`config.mk`:
```
export PLATFORM = sky130hd
export DESIGN_NAME = pipe_add_flat
export DESIGN_NICKNAME = d
export VERILOG_FILES = /design/src/rtl/pipe_add_pkg.sv /design/src/rtl/pipe_add_if.sv /design/src/rtl/pipe_add_seg.sv /design/src/rtl/pipe_add.sv /design/src/flat_wrapper.sv
export SDC_FILE = /design/constraint.sdc
export NUM_CORES = 1
export LEC_CHECK = 0
export CORE_MARGIN = 2
export CORE_UTILIZATION = 40
export DETAILED_ROUTE_END_ITERATION = 8
export GPL_TIMING_DRIVEN = 0
export SETUP_SLACK_MARGIN = 0.4
export SLEW_MARGIN = 5
export SYNTH_ARGS = -nofsm -noshare
export SYNTH_HDL_FRONTEND = slang
export SYNTH_SLANG_ARGS = --single-unit
```
`constraint.sdc`:
```
create_clock -name clk -period 3.1 [get_ports clk]
set_clock_uncertainty 0.1 [all_clocks]
set_input_delay 0.775 -clock clk [delete_from_list [all_inputs] [get_ports clk]]
set_output_delay 0.775 -clock clk [all_outputs]
set_load 0.01 [all_outputs]
```
`src/rtl/pipe_add_pkg.sv`:
```
// Shared defaults and helpers for the segmented pipelined adder.
package pipe_add_pkg;

  localparam int unsigned PIPE_ADD_WIDTH_DEF = 16;
  localparam int unsigned PIPE_ADD_SEG_DEF   = 4;

  function automatic int unsigned stages(input int unsigned width, input int unsigned seg);
    return (seg == 0) ? 0 : width / seg;
  endfunction

endpackage

```
`src/rtl/pipe_add_if.sv`:
```
// Operand/result handshake bundle for pipe_add; the sat signal exists only
// when PIPE_ADD_SAT_EN is defined.
interface pipe_add_if
  import pipe_add_pkg::*;
#(
  parameter int unsigned WIDTH = PIPE_ADD_WIDTH_DEF
);
  logic             in_valid;
  logic             in_ready;
  logic [WIDTH-1:0] a;
  logic [WIDTH-1:0] b;
  logic             cin;
`ifdef PIPE_ADD_SAT_EN
  logic             sat;
`endif
  logic             out_valid;
  logic             out_ready;
  logic [WIDTH-1:0] sum;
  logic             cout;

`ifdef PIPE_ADD_SAT_EN
  modport master (output in_valid, a, b, cin, sat, out_ready,
                  input  in_ready, out_valid, sum, cout);
  modport slave  (input  in_valid, a, b, cin, sat, out_ready,
                  output in_ready, out_valid, sum, cout);
`else
  modport master (output in_valid, a, b, cin, out_ready,
                  input  in_ready, out_valid, sum, cout);
  modport slave  (input  in_valid, a, b, cin, out_ready,
                  output in_ready, out_valid, sum, cout);
`endif

endinterface

```
`src/rtl/pipe_add_seg.sv`:
```
// Combinational SEG-bit ripple-carry segment built from per-bit adder cells.
module pipe_add_seg #(
  parameter int unsigned SEG = 4
) (
  input  logic [SEG-1:0] a,
  input  logic [SEG-1:0] b,
  input  logic           ci,
  output logic [SEG-1:0] s,
  output logic           co
);
  logic [SEG:0] c;

  assign c[0] = ci;

  for (genvar i = 0; i < SEG; i++) begin : g_bit
    logic p, g;
    // Full adder as two half adders: (p,g) from the operands, then p with the carry.
    assign p      = a[i] ^ b[i];
    assign g      = a[i] & b[i];
    assign s[i]   = p ^ c[i];
    assign c[i+1] = g | (p & c[i]);
  end

  assign co = c[SEG];

endmodule

```
`src/rtl/pipe_add.sv`:
```
// Pipelined ripple adder: one SEG-bit segment per stage, carry registered between
// stages, global-enable stall. Optional saturation via PIPE_ADD_SAT_EN.
module pipe_add
  import pipe_add_pkg::*;
#(
  parameter int unsigned WIDTH = PIPE_ADD_WIDTH_DEF,
  parameter int unsigned SEG   = PIPE_ADD_SEG_DEF
) (
  input  logic      clk,
  input  logic      rst,
  pipe_add_if.slave bus
);
  localparam int unsigned STAGES = stages(WIDTH, SEG);

  if (SEG == 0 || SEG > WIDTH || (WIDTH % SEG) != 0) begin : g_bad_cfg
    $fatal(1, "pipe_add: WIDTH must be a non-zero multiple of SEG");
  end

  logic advance;

  assign advance      = !bus.out_valid || bus.out_ready;
  assign bus.in_ready = advance;

  for (genvar k = 0; k < STAGES; k++) begin : g_stage
    localparam int unsigned LO = k * SEG;
    localparam int unsigned HI = LO + SEG;
    localparam int unsigned UW = WIDTH - HI;

    // a_up/b_up hold the operand bits from LO upward; the skew register keeps only
    // the bits still ahead, so nothing already consumed is carried forward.
    logic [WIDTH-LO-1:0] a_up, b_up;
    logic                ci, co, v_in;
    logic [SEG-1:0]      s_seg;
    logic [HI-1:0]       s_next;
    logic                v_q, c_q;
    logic [HI-1:0]       s_q;
`ifdef PIPE_ADD_SAT_EN
    logic                sat_in;
`endif

    if (k == 0) begin : g_in
      assign a_up   = bus.a;
      assign b_up   = bus.b;
      assign ci     = bus.cin;
      assign v_in   = bus.in_valid;
      assign s_next = s_seg;
`ifdef PIPE_ADD_SAT_EN
      assign sat_in = bus.sat;
`endif
    end else begin : g_in
      assign a_up   = g_stage[k-1].g_skew.a_q;
      assign b_up   = g_stage[k-1].g_skew.b_q;
      assign ci     = g_stage[k-1].c_q;
      assign v_in   = g_stage[k-1].v_q;
      assign s_next = {s_seg, g_stage[k-1].s_q};
`ifdef PIPE_ADD_SAT_EN
      assign sat_in = g_stage[k-1].g_skew.sat_q;
`endif
    end

    pipe_add_seg #(.SEG(SEG)) u_seg (
      .a  (a_up[SEG-1:0]),
      .b  (b_up[SEG-1:0]),
      .ci (ci),
      .s  (s_seg),
      .co (co)
    );

    always_ff @(posedge clk) begin
      if (rst) begin
        v_q <= 1'b0;
        c_q <= 1'b0;
        s_q <= '0;
      end else if (advance) begin
        v_q <= v_in;
        c_q <= co;
`ifdef PIPE_ADD_SAT_EN
        s_q <= (k == STAGES - 1 && sat_in && co) ? '1 : s_next;
`else
        s_q <= s_next;
`endif
      end
    end

    if (UW > 0) begin : g_skew
      logic [UW-1:0] a_q, b_q;
`ifdef PIPE_ADD_SAT_EN
      logic          sat_q;
`endif
      always_ff @(posedge clk) begin
        if (rst) begin
          a_q <= '0;
          b_q <= '0;
`ifdef PIPE_ADD_SAT_EN
          sat_q <= 1'b0;
`endif
        end else if (advance) begin
          a_q <= a_up[WIDTH-LO-1:SEG];
          b_q <= b_up[WIDTH-LO-1:SEG];
`ifdef PIPE_ADD_SAT_EN
          sat_q <= sat_in;
`endif
        end
      end
    end
  end

  assign bus.out_valid = g_stage[STAGES-1].v_q;
  assign bus.sum       = g_stage[STAGES-1].s_q;
  assign bus.cout      = g_stage[STAGES-1].c_q;

endmodule
```
`src/flat_wrapper.sv`:
```
// flat-port wrapper written by rule: the top's interface ports become plain ports
module pipe_add_flat import pipe_add_pkg::*;
#(
  parameter int unsigned WIDTH = PIPE_ADD_WIDTH_DEF,
  parameter int unsigned SEG   = PIPE_ADD_SEG_DEF
)
  (clk, rst, bus_in_valid, bus_a, bus_b, bus_cin, bus_out_ready, bus_in_ready, bus_out_valid, bus_sum, bus_cout);
  pipe_add_if #(.WIDTH(WIDTH)) bus_i ();
  input  logic clk;
  input  logic rst;
  input wire logic [$bits(bus_i.in_valid)-1:0] bus_in_valid;
  input wire logic [$bits(bus_i.a)-1:0] bus_a;
  input wire logic [$bits(bus_i.b)-1:0] bus_b;
  input wire logic [$bits(bus_i.cin)-1:0] bus_cin;
  input wire logic [$bits(bus_i.out_ready)-1:0] bus_out_ready;
  output wire logic [$bits(bus_i.in_ready)-1:0] bus_in_ready;
  output wire logic [$bits(bus_i.out_valid)-1:0] bus_out_valid;
  output wire logic [$bits(bus_i.sum)-1:0] bus_sum;
  output wire logic [$bits(bus_i.cout)-1:0] bus_cout;
  assign bus_i.in_valid = bus_in_valid;
  assign bus_i.a = bus_a;
  assign bus_i.b = bus_b;
  assign bus_i.cin = bus_cin;
  assign bus_i.out_ready = bus_out_ready;
  assign bus_in_ready = bus_i.in_ready;
  assign bus_out_valid = bus_i.out_valid;
  assign bus_sum = bus_i.sum;
  assign bus_cout = bus_i.cout;
  pipe_add #(.WIDTH(WIDTH), .SEG(SEG)) u_core (.clk(clk), .rst(rst), .bus(bus_i));
endmodule
```
## Word level (Yosys, flattened, before mapping)

Cells that the tools add are included.
Widths: inputs -> output; s select.

| word-level totals | value |
|---|---|
| flip-flop bits (word level) | 96 |
| bits in latches | 0 |
| RAM bits | 0 |
| bits in read-only memories | 0 |
| input port bits | 37 |
| output and inout bits | 19 |
| word-level logic and storage cells | 100 |
| memories | 0 |

| operators by class | value |
|---|---|
| add/subtract/negate cells | 0 |
| $mul | 0 |
| div/mod/pow operators | 0 |
| $lt $le $gt $ge | 0 |
| eq/ne operators | 0 |
| shift operators | 0 |
| muxes and demuxes | 0 |
| bitwise gates (word level) | 80 |
| reduce and logical (&&, ||, !) cells | 2 |

Operator list:

| operator | number |
|---|---|
| $and 1x1->1 | 32 |
| $xor 1x1->1 | 32 |
| $or 1x1->1 | 16 |
| $logic_not 1->1 | 1 |
| $logic_or 1x1->1 | 1 |

## Logic depth before layout (Yosys ltp)

Gate-level depths: netlist of run 1.

| logic depth | value |
|---|---|
| depth after elaboration | 9 |
| depth in mapped cells | 8 |
| mapped depth without buffers | 8 |

## Hierarchy

From an unflattened synthesis of run 1, not the netlist that was laid out.

| unflattened totals | value |
|---|---|
| cells, all modules | 426 |
| area total of the unflattened synthesis | 4430.5 um^2 |

By module, submodules not included:

| module | instances | cells an instance | area each (um^2) | sequential area each (um^2) |
|---|---|---|---|---|
| pipe_add | 1 | 370 | 3960.0 | 1921.8 |
| pipe_add_seg | 4 | 14 | 117.6 | 0.0 |

## Worst setup path after synthesis of run 1

Ideal clock, no wire load.

| timing path | value |
|---|---|
| path kind | input to register |
| start point | input port bus_cin |
| end point | register u_core.g_stage[0].s_q[3] |
| library setup time | 79 ps |
| arrival time | 2397 ps |
| required time | 2921 ps |
| setup slack | 524 ps |
| cell stages on the path | 8 |
| buffers on the path | 0 |
| path through | inv_1 > fa_1 > inv_1 > fa_1 > fa_1 > inv_1 > fa_1 > a211oi_2 |

| on the way | value |
|---|---|
| word-level cells in the longest chain between the ends | 7 |

Ends and longest elaborated chain:

| item | RTL line | source |
|---|---|---|
| start, declared | flat_wrapper.sv:14 | `input wire logic [$bits(bus_i.cin)-1:0] bus_cin;` |
| $and 1x1->1 | pipe_add_seg.sv:21 | `assign c[i+1] = g \| (p & c[i]);` |
| $or 1x1->1 | pipe_add_seg.sv:21 |  |
| $and 1x1->1 | pipe_add_seg.sv:21 |  |
| $or 1x1->1 | pipe_add_seg.sv:21 |  |
| $and 1x1->1 | pipe_add_seg.sv:21 |  |
| $or 1x1->1 | pipe_add_seg.sv:21 |  |
| $xor 1x1->1 | pipe_add_seg.sv:20 | `assign s[i] = p ^ c[i];` |
| end signal, assigned | pipe_add.sv:80 | `s_q <= s_next;` |
| end, declared | pipe_add.sv:36 | `logic [HI-1:0] s_q;` |

Every way passes these cells.
A chain may end at the register's enable or synchronous reset.

## Worst setup path in the final report of run 1

| timing path | value |
|---|---|
| start point | register u_core.g_stage[3].v_q (netlist: u_core.bus.out_valid) |
| end point | output port bus_in_ready |

| on the way | value |
|---|---|
| word-level cells in the longest chain between the ends | 2 |

Ends and longest elaborated chain:

| item | RTL line | source |
|---|---|---|
| start, declared | pipe_add.sv:35 | `logic v_q, c_q;` |
| start signal, assigned | pipe_add.sv:75 | `v_q <= v_in;` |
| $logic_not 1->1 | pipe_add.sv:21 | `assign advance = !bus.out_valid \|\| bus.out_ready;` |
| $logic_or 1x1->1 | pipe_add.sv:21 |  |
| end, declared | flat_wrapper.sv:16 | `output wire logic [$bits(bus_i.in_ready)-1:0] bus_in_ready;` |

Every way passes these cells.

==> metrics, run 1 <==
status=finished clean; Site Rows=38; drt pass-1 iters=4; Core Footprint=between 10000 and 15000 um^2; DIE WIDTH=between 100 and 150 um; Clock Power Share=approximately a third; Final ANT Viol Nets=0; area delta synth->final=21.2%; # port buffers=54; number of global-route vias before repair=2999; area leader, netlist=dfxtp_1; Layout Cells excl Fill=618; drc violations=0; most frequent cells in the layout=dfxtp_1, nand2b_1, clkdlybuf4s50_1; Final period util=between 80% and 90%; Yosys cell types=17; Sink Count=96; relative slew slack=63.7%; yosys warns=0; CP Class=reg -> out; multi-input logic area=2140 um^2; Synth area leaders=dfxtp_1, nand2b_1, mux2i_1, nand4bb_1, fa_1; htree depth=3; Worst EP required=~2.2 ns; Leakage=2.05 nW; Total GRT Usage=17.5%; worst-case clock buffer depth=2; WL per Instance=15.1 um; vias=approximately 3000; Setup Fix Bufs, Post-CTS=0; unrepaired setup endpoints after global routing=no; die area=roughly 12000 um^2; CTS Hold Bufs=0; Reg clk slew, reported paths=0.09 ns; Hold Slack=approximately 0.37 ns; Setup crit start kind=flip-flop; CP Capture Type=primary output; setup TNS=0 ns; Setup WS pre-CTS=-0.359 ns; I/O pin count=56; Avg Inst Size Synth=approximately 11 um^2; sequential fraction of the synthesis area=~44%; die height=around 110 um; sequential share of power=between 50% and 60%; post-synthesis register bit count=96; type of the tightest min-delay check=reg -> reg; gr ovfl total=0; Max Transition Viols Final=0; Initial Utilization=40.6%; Layout fillers=between 1000 and 1500; net count after synthesis=about 460; global-route wire length before repair=approximately 16000 um; DR iter-0 viols=85; IR drop worst, VDD=0.211 mV; Period minus WS final=2.60 ns; CTS tree=done; placed insts=602; Yosys top cell area share=around 44%; initial antenna violation count=0; detailed-route wire length=slightly above 9000 um; power per cell area=between 400 and 500 nW/um^2; # nets final=about 530; post-DP HPWL=between 6000 and 7000 um; final hold vios=0; clock latency on the worst-skew pair=0.36 ns; Psw=0.000576 W; Power Total=roughly 0.0024 W; largest net degree at the start of global routing=15; Syn Inst Count=408; Worst EP arrival=around 1.7 ns; slew of the pin with the lowest slew margin=~0.54 ns; Pint=0.00181 W; share of cells above drive strength 1=under 10%; Root Driver=clkbuf_8; gpl congestion=0.743; maximum operating frequency=a little under 400 MHz; vias per inst=about 4.9; Seq. cell area=slightly below 2000 um^2; Final setup violation count=0; Max FO, Critical Path=10; mapped cell area=approximately 4300 um^2; most common cell after layout, fill and taps aside=dfxtp_1; n_diodes=0; setup ws final=roughly 0.5 ns; Net Sw Frac=24.1%; combinational power share=a little under an eighth; maxcap violations=0; total clock buffers created by CTS=9
==> sequential cells by signal, summed over array words and instances (netlist names) <==
register                   count
u_core.g_stage.s_q            24
u_core.g_stage.v_q             3
u_core.g_stage.g_skew.b_q     24
u_core.bus.cout                1
u_core.bus.out_valid           1
u_core.g_stage.c_q             3
u_core.g_stage.g_skew.a_q     24
u_core.bus.sum                16
==> metal layers <==
metal	vias to the layer above	track usage, %	share of wire [%]
li1	1516	-	-
met5	-	0	0
met4	0	6.87	2.1
met1	1418	23.1	47
met2	60	28.6	47
met3	15	3.32	3.9
==> cells by family after synthesis <==
| group | synth area share, % |
|---|---|
| simple gates | 24.3 |
| flops | 44.2 |
| buf+inv | 6.76 |
| compound gates | 7.25 |
| mux | 10.1 |
| fa+ha+maj | 7.37 |
==> power by group through the flow <==
| stage | clock, W | sequential [W] | combinational (W) |
|---|---|---|---|
| after floorplan | 0 | 0.00136 | 0.000160 |
| after global placement | 0 | 0.00136 | 0.000278 |
| after detailed placement | 0 | 0.00136 | 0.000282 |
| after CTS | 0.000798 | 0.00133 | 0.000283 |
| after global routing | 0.000846 | 0.00134 | 0.000312 |
| final | 0.000774 | 0.00133 | 0.000280 |
==> cells in the mapped netlist <==
cell	count
o21ai_1	39
buf_4	3
fa_1	16
nand4bb_1	39
clkbuf_1	18
nand2b_1	83
inv_1	29
a211oi_2	5
inv_4	1
nor2b_1	1
buf_2	11
dfxtp_1	96
nor3b_1	12
buf_6	3
mux2i_1	44
a21oi_1	1
a211oi_1	7
==> layout make-up <==
class	count	share of cell area [%]
clock buffers	13	3.21
multi-input cells	247	40.6
repair buffers	54	10.3
flip-flops and latches	96	36.5
well taps	140	3.32
inverters	30	2.23
plain buffers	35	3.56
clock inverters	3	0.285
==> worst max-delay path, cell delays in order (launching register included) <==
cell and delay, ns:
dfxtp_1 0.50, nor2b_1 0.17, buf_4 0.17, inv_6 0.07, buf_12 0.15, dlygate4sd2_1 0.28
==> stage by stage <==
stage                     cell area, um^2  util (%)
after detailed placement             5060      47.3
after global placement               5060      47.3
final                                5270      49.3
after global routing                 5270      49.3
after floorplan                      4350         -
after CTS                            5250      49.1
==> worst paths after layout <==
path	startpoint	endpoint	slack [ns]	cells past startpoint
max	u_core.bus.out_valid	bus_in_ready	0.50	5
min	u_core.g_stage[2].v_q	u_core.bus.out_valid	0.37	2
max reg2reg	u_core.g_stage[2].g_skew.b_q[0]	u_core.bus.sum[15]	0.88	8
min reg2reg	u_core.g_stage[2].v_q	u_core.bus.out_valid	0.37	2
==> timing repair <==
item                                   4_1_cts  5_1_grt
resized for setup                           10       11
setup endpoints to repair                    1        1
pin swaps                                    0        5
endpoints found under the hold margin        0        0
(Power assumes the default switching activity.)
==> run 2, diff against run 1 <==
- clock period: 3.1 -> 2.64 ns (I/O delays scaled with it)
==> metrics, run 2 (same netlist as run 1, synthesis figures left out) <==
status=finished clean; area delta synth->final=23.0%; initial antenna violation count=0 (unchanged); IR drop worst, VDD=0.295 mV (+40%); CP Class=in -> reg; setup TNS=0 ns (unchanged); critical path's most frequent cell=fa_2; Leakage=2.05 nW (about the same); DIE WIDTH=108 um (unchanged); CP top delay family=adder cells; CP Capture Type=flip-flop; multi-input logic area=2160 um^2 (+0.82%); Initial Utilization=40.6% (unchanged); Setup crit start kind=input port; htree depth=3 (unchanged); relative slew slack=63.8% (+0.12 points); Final setup violation count=0 (unchanged); total clock buffers created by CTS=9 (unchanged); unrepaired setup endpoints after global routing=yes; placed cell area=5070 um^2 (about the same); CTS tree=done; final hold vios=0 (unchanged); n_diodes=0 (unchanged); # nets final=527 (+0.19%); Root Driver=clkbuf_8; slew of the pin with the lowest slew margin=0.542 ns (-0.00174 ns); Site Rows=38 (unchanged); drc violations=0 (unchanged); worst-case clock buffer depth=2 (unchanged); Hold Slack=0.378 ns (+0.0103 ns); maxcap violations=0 (unchanged); die area=11700 um^2 (unchanged); Core Footprint=10700 um^2 (unchanged); gpl congestion=0.797 (+7.4%); Total GRT Usage=17.7% (+0.12 points); detailed-route wire length=9660 um (+3.4%); crit-path max cell delay=0.44 ns (-0.06 ns); Layout Cells excl Fill=619 (+0.16%); Power Total=0.00303 W (+27%); I/O pin count=56 (unchanged); most frequent cells in the layout=dfxtp_1, nand2b_1, clkdlybuf4s50_1; CP cell instances=buf_6 > inv_4 > fa_2 > inv_2 > fa_2 > fa_2 > inv_2 > fa_1 > a211oi_2; global-route wire length before repair=15600 um (+0.53%); clock latency on the worst-skew pair=0.36 ns (about the same); post-DP HPWL=6960 um (+1.8%); die height=108 um (unchanged); vias per inst=4.87 (about the same); vias=3014 (+0.17%); # port buffers=54 (unchanged); WL per Instance=15.6 um (+3.2%); power per cell area=568 nW/um^2 (+25%); Worst EP required=2.83 ns (+0.61 ns); most common cell after layout, fill and taps aside=dfxtp_1; placed insts=602 (unchanged); maximum operating frequency=435 MHz; Reg clk slew, reported paths=0.10 ns (about the same); Regs by FF count=u_core.g_stage.g_skew.a_q (24), u_core.g_stage.g_skew.b_q (24), u_core.g_stage.s_q (24); Final period util=slightly below 90%; DR iter-0 viols=87 (+2.4%); post-route cell area=5350 um^2 (+1.5%); Slowest cell on crit path=fa_1; number of global-route vias before repair=3003 (+0.13%); Max FO, Critical Path=1 (-9); Final ANT Viol Nets=0 (unchanged); largest net degree at the start of global routing=16 (+1); Max Transition Viols Final=0 (unchanged); Sink Count=96 (unchanged); Period minus WS final=around 2.3 ns; CTS Hold Bufs=0 (unchanged); Worst Path Buf+Inv=4 (unchanged); Seq. cell area=1930 um^2 (+0.33%); drt pass-1 iters=4 (unchanged); Layout fillers=1010 (-0.88%); gr ovfl total=0 (unchanged); type of the tightest min-delay check=reg -> reg; share of cells above drive strength 1=13.2% (+3.3 points); Worst EP arrival=2.49 ns (+0.76 ns)
run 2: path summary, 6_finish.rpt:
path / from / to / cells past startpoint / slack (ns)
setup reg to reg: u_core.g_stage[0].g_skew.b_q[0] / u_core.g_stage[1].s_q[7] / 8 / 0.47
setup / recovery: bus_cin / u_core.g_stage[0].s_q[3] / 9 / 0.34
hold / removal: u_core.g_stage[2].v_q / u_core.bus.out_valid / 2 / 0.38
hold reg to reg: u_core.g_stage[2].v_q / u_core.bus.out_valid / 2 / 0.38
run 2: worst min-delay path: stages, from the launching register on:
cell and delay (ns):
dfxtp_1 0.33, inv_1 0.06, a21oi_1 0.06
run 2: report_power, final:
part	internal [W]	leakage, nW	total, W	switching [W]
clock	0.000633	0.118	0.00113	0.000500
sequential	0.00153	0.791	0.00156	0.0000351
combinational	0.000184	1.14	0.000339	0.000155
run 2: layout make-up:
| cell class | count | share of cell area (%) |
|---|---|---|
| inverter | 30 | 2.29 |
| clock buffer | 11 | 2.46 |
| tap | 140 | 3.28 |
| sequential | 96 | 36.1 |
| multi-input combinational | 247 | 40.3 |
| buffer | 35 | 3.51 |
| clock inverter | 5 | 1.94 |
| timing repair buffer | 55 | 10.1 |
run 2: timing repair:
action / in CTS / in global routing
gates resized for setup: 34 / 12
buffers inserted: 1 / 0
hold endpoints to repair: 0 / 0
endpoints found under the setup margin: 6 / 5
pin swaps: 5 / 7
run 2: through the flow:
stage	utilization [%]	worst slack [ns]
after detailed placement	47.4	-0.560
after floorplan	-	0.204
after CTS	49.8	0.332
final	50.0	0.343
after global routing	50.0	0.283
after global placement	47.4	-0.581
run 2: per-layer routing:
layer	share of wire (%)	global-route usage, %
met4	1.6	5.77
met1	48	23.5
met3	3.9	3.38
met5	0	0
met2	47	28.9
==> run 3, diff against run 2 <==
- CORE_MARGIN: 2 -> unset
==> metrics, run 3 (same netlist as run 1, synthesis figures left out) <==
Period minus WS final=2.22 ns (-0.0797 ns); drc violations=0 (unchanged); Sink Count=96 (unchanged); CTS Hold Bufs=0 (unchanged); Final period util=84.0% (-3.0 points); maxcap violations=0 (unchanged); Clock Power Share=30.2% (-7.1 points); Psw=0.000673 W (-2.6%); die area=11300 um^2 (-3.7%); Core Footprint=10400 um^2 (-2.6%); Final ANT Viol Nets=0 (unchanged); most common cell after layout, fill and taps aside=dfxtp_1; die height=106 um (-1.8%); r2r setup slk=0.48 ns (about the same); gr ovfl total=0 (unchanged); combinational power share=12.3% (+1.1 points); CTS tree=done; slew of the pin with the lowest slew margin=0.574 ns (+0.0313 ns); global-route wire length before repair=15700 um (+0.22%); post-DP HPWL=6730 um (-3.2%); vias=3047 (+1.1%); share of cells above drive strength 1=13.7% (+0.54 points); Worst EP arrival=2.40 ns (-0.09 ns); initial antenna violation count=0 (unchanged); WHS Path Cells=2 (unchanged); I/O pin count=56 (unchanged); DIE WIDTH=106 um (-1.8%); status=finished clean; Worst Reg2Reg Path Length in Cells=8 (unchanged); vias per inst=4.93 (+1.3%); number of global-route vias before repair=3030 (+0.90%); CP Class=in -> reg; Pint=0.00204 W (-13%); unrepaired setup endpoints after global routing=yes; Reg clk slew, reported paths=0.09 ns (about the same); sequential share of power=57.5% (+6.0 points); Hold Slack=0.357 ns (-0.0206 ns); power per cell area=514 nW/um^2 (-9.4%); Net Sw Frac=24.8% (+2.0 points); RR Startpoint=u_core.g_stage[2].g_skew.b_q[0]; final core occ=50.7% (+0.76 points); final hold vios=0 (unchanged); Final setup violation count=0 (unchanged); Max Transition Viols Final=0 (unchanged); relative slew slack=61.8% (-2.1 points); most frequent cells in the layout=dfxtp_1, nand2b_1, clkdlybuf4s50_1; htree depth=3 (unchanged); worst-case clock buffer depth=2 (unchanged); min-delay src=u_core.g_stage[2].v_q; type of the tightest min-delay check=reg -> reg; Worst EP required=2.82 ns (about the same); reg2reg end=u_core.bus.sum[15]; Initial Utilization=41.7% (+1.1 points); Site Rows=37 (-2.6%); IR drop worst, VDD=0.223 mV (-25%); Leakage=2.03 nW (-0.95%); Max FO, Critical Path=1 (unchanged); Setup crit start kind=input port; area delta synth->final=21.6%; detailed-route wire length=9450 um (-2.1%); Layout fillers=996 (-1.4%); WL per Instance=15.3 um (-2.0%); largest net degree at the start of global routing=15 (-1); maximum operating frequency=451 MHz (+3.6%); Root Driver=clkbuf_8; # nets final=531 (+0.76%); total clock buffers created by CTS=9 (unchanged); Regs by FF count=u_core.g_stage.g_skew.a_q (24), u_core.g_stage.g_skew.b_q (24), u_core.g_stage.s_q (24); Total GRT Usage=18.1% (+0.43 points); n_diodes=0 (unchanged); drt pass-1 iters=4 (unchanged); # port buffers=54 (unchanged); CP Capture Type=flip-flop; DR iter-0 viols=121 (+39%); Hold Crit Endpoint=u_core.bus.out_valid; gpl congestion=0.740 (-7.2%); clock latency on the worst-skew pair=0.36 ns (about the same)
[run 3: cell count changes in the layout (fill, tap and decap cells not counted), sizes merged]
| cell | change |
|---|---|
| clkbuf | -1 |
| clkinv | +2 |
| inv | -1 |
| clkinvlp | +1 |
| buf | +5 |
| bufinv | -3 |
[run 3: routing by layer]
metal / routed length (um) / vias to the layer above / track usage [%]
li1: - / 1515 / -
met1: 4690 / 1483 / 25.0
met2: 4440 / 43 / 28.9
met3: 240 / 6 / 3.43
met4: 89 / 0 / 4.76
met5: 0 / - / 0
[run 3: critical path, stage by stage]
cell      delay [ns]
buf_2           0.10
inv_2           0.04
fa_2            0.19
inv_2           0.04
fa_2            0.33
fa_2            0.34
inv_2           0.06
fa_1            0.42
a211oi_2        0.21
[run 3: how the worst max path moves through the flow]
stage,slack (ns),start,to,cells past startpoint
after floorplan,0.20,bus_cin,u_core.g_stage[0].s_q[3],8
after detailed placement,-0.61,bus_out_ready,bus_in_ready,6
final,0.42,bus_a[0],u_core.g_stage[0].s_q[3],9
after CTS,0.40,bus_a[0],u_core.g_stage[0].s_q[3],9
after global placement,-0.61,bus_out_ready,bus_in_ready,6
after global routing,0.37,bus_b[0],u_core.g_stage[0].s_q[3],9
[run 3: power groups by stage]
stage	clock network [W]	registers, W	logic, W
floorplan	0	0.00159	0.000190
global placement	0	0.00159	0.000326
detailed placement	0	0.00160	0.000331
CTS	0.000838	0.00156	0.000332
global route	0.000913	0.00157	0.000373
finish	0.000820	0.00156	0.000334
[run 3: layout make-up]
type / count / area [um^2] / share of cell area (%)
Sequential cell: 96 / 1930 / 36.5
Inverter: 30 / 125 / 2.37
Multi-Input combinational cell: 247 / 2150 / 40.7
Clock inverter: 4 / 22.5 / 0.426
Clock buffer: 11 / 131 / 2.49
Timing Repair Buffer: 59 / 566 / 10.7
Tap cell: 136 / 170 / 3.22
Buffer: 35 / 188 / 3.55
[run 3: per-stage QoR]
step                      total power [W]  instances  instance area (um^2)  TNS [ns]  setup WS [ns]
after floorplan                   0.00178        408                  4350         0          0.204
after global placement            0.00192        598                  5060     -1.10         -0.608
after detailed placement          0.00193        598                  5060     -1.17         -0.610
after CTS                         0.00273        615                  5240         0          0.405
after global routing              0.00286        618                  5290         0          0.366
final                             0.00272        618                  5290         0          0.423
[run 3: what timing repair did]
item	in CTS	in global routing
endpoints found under the setup margin	4	5
pin swaps	5	7
endpoints found under the hold margin	0	0
resized for setup	32	16
buffers inserted	2	3
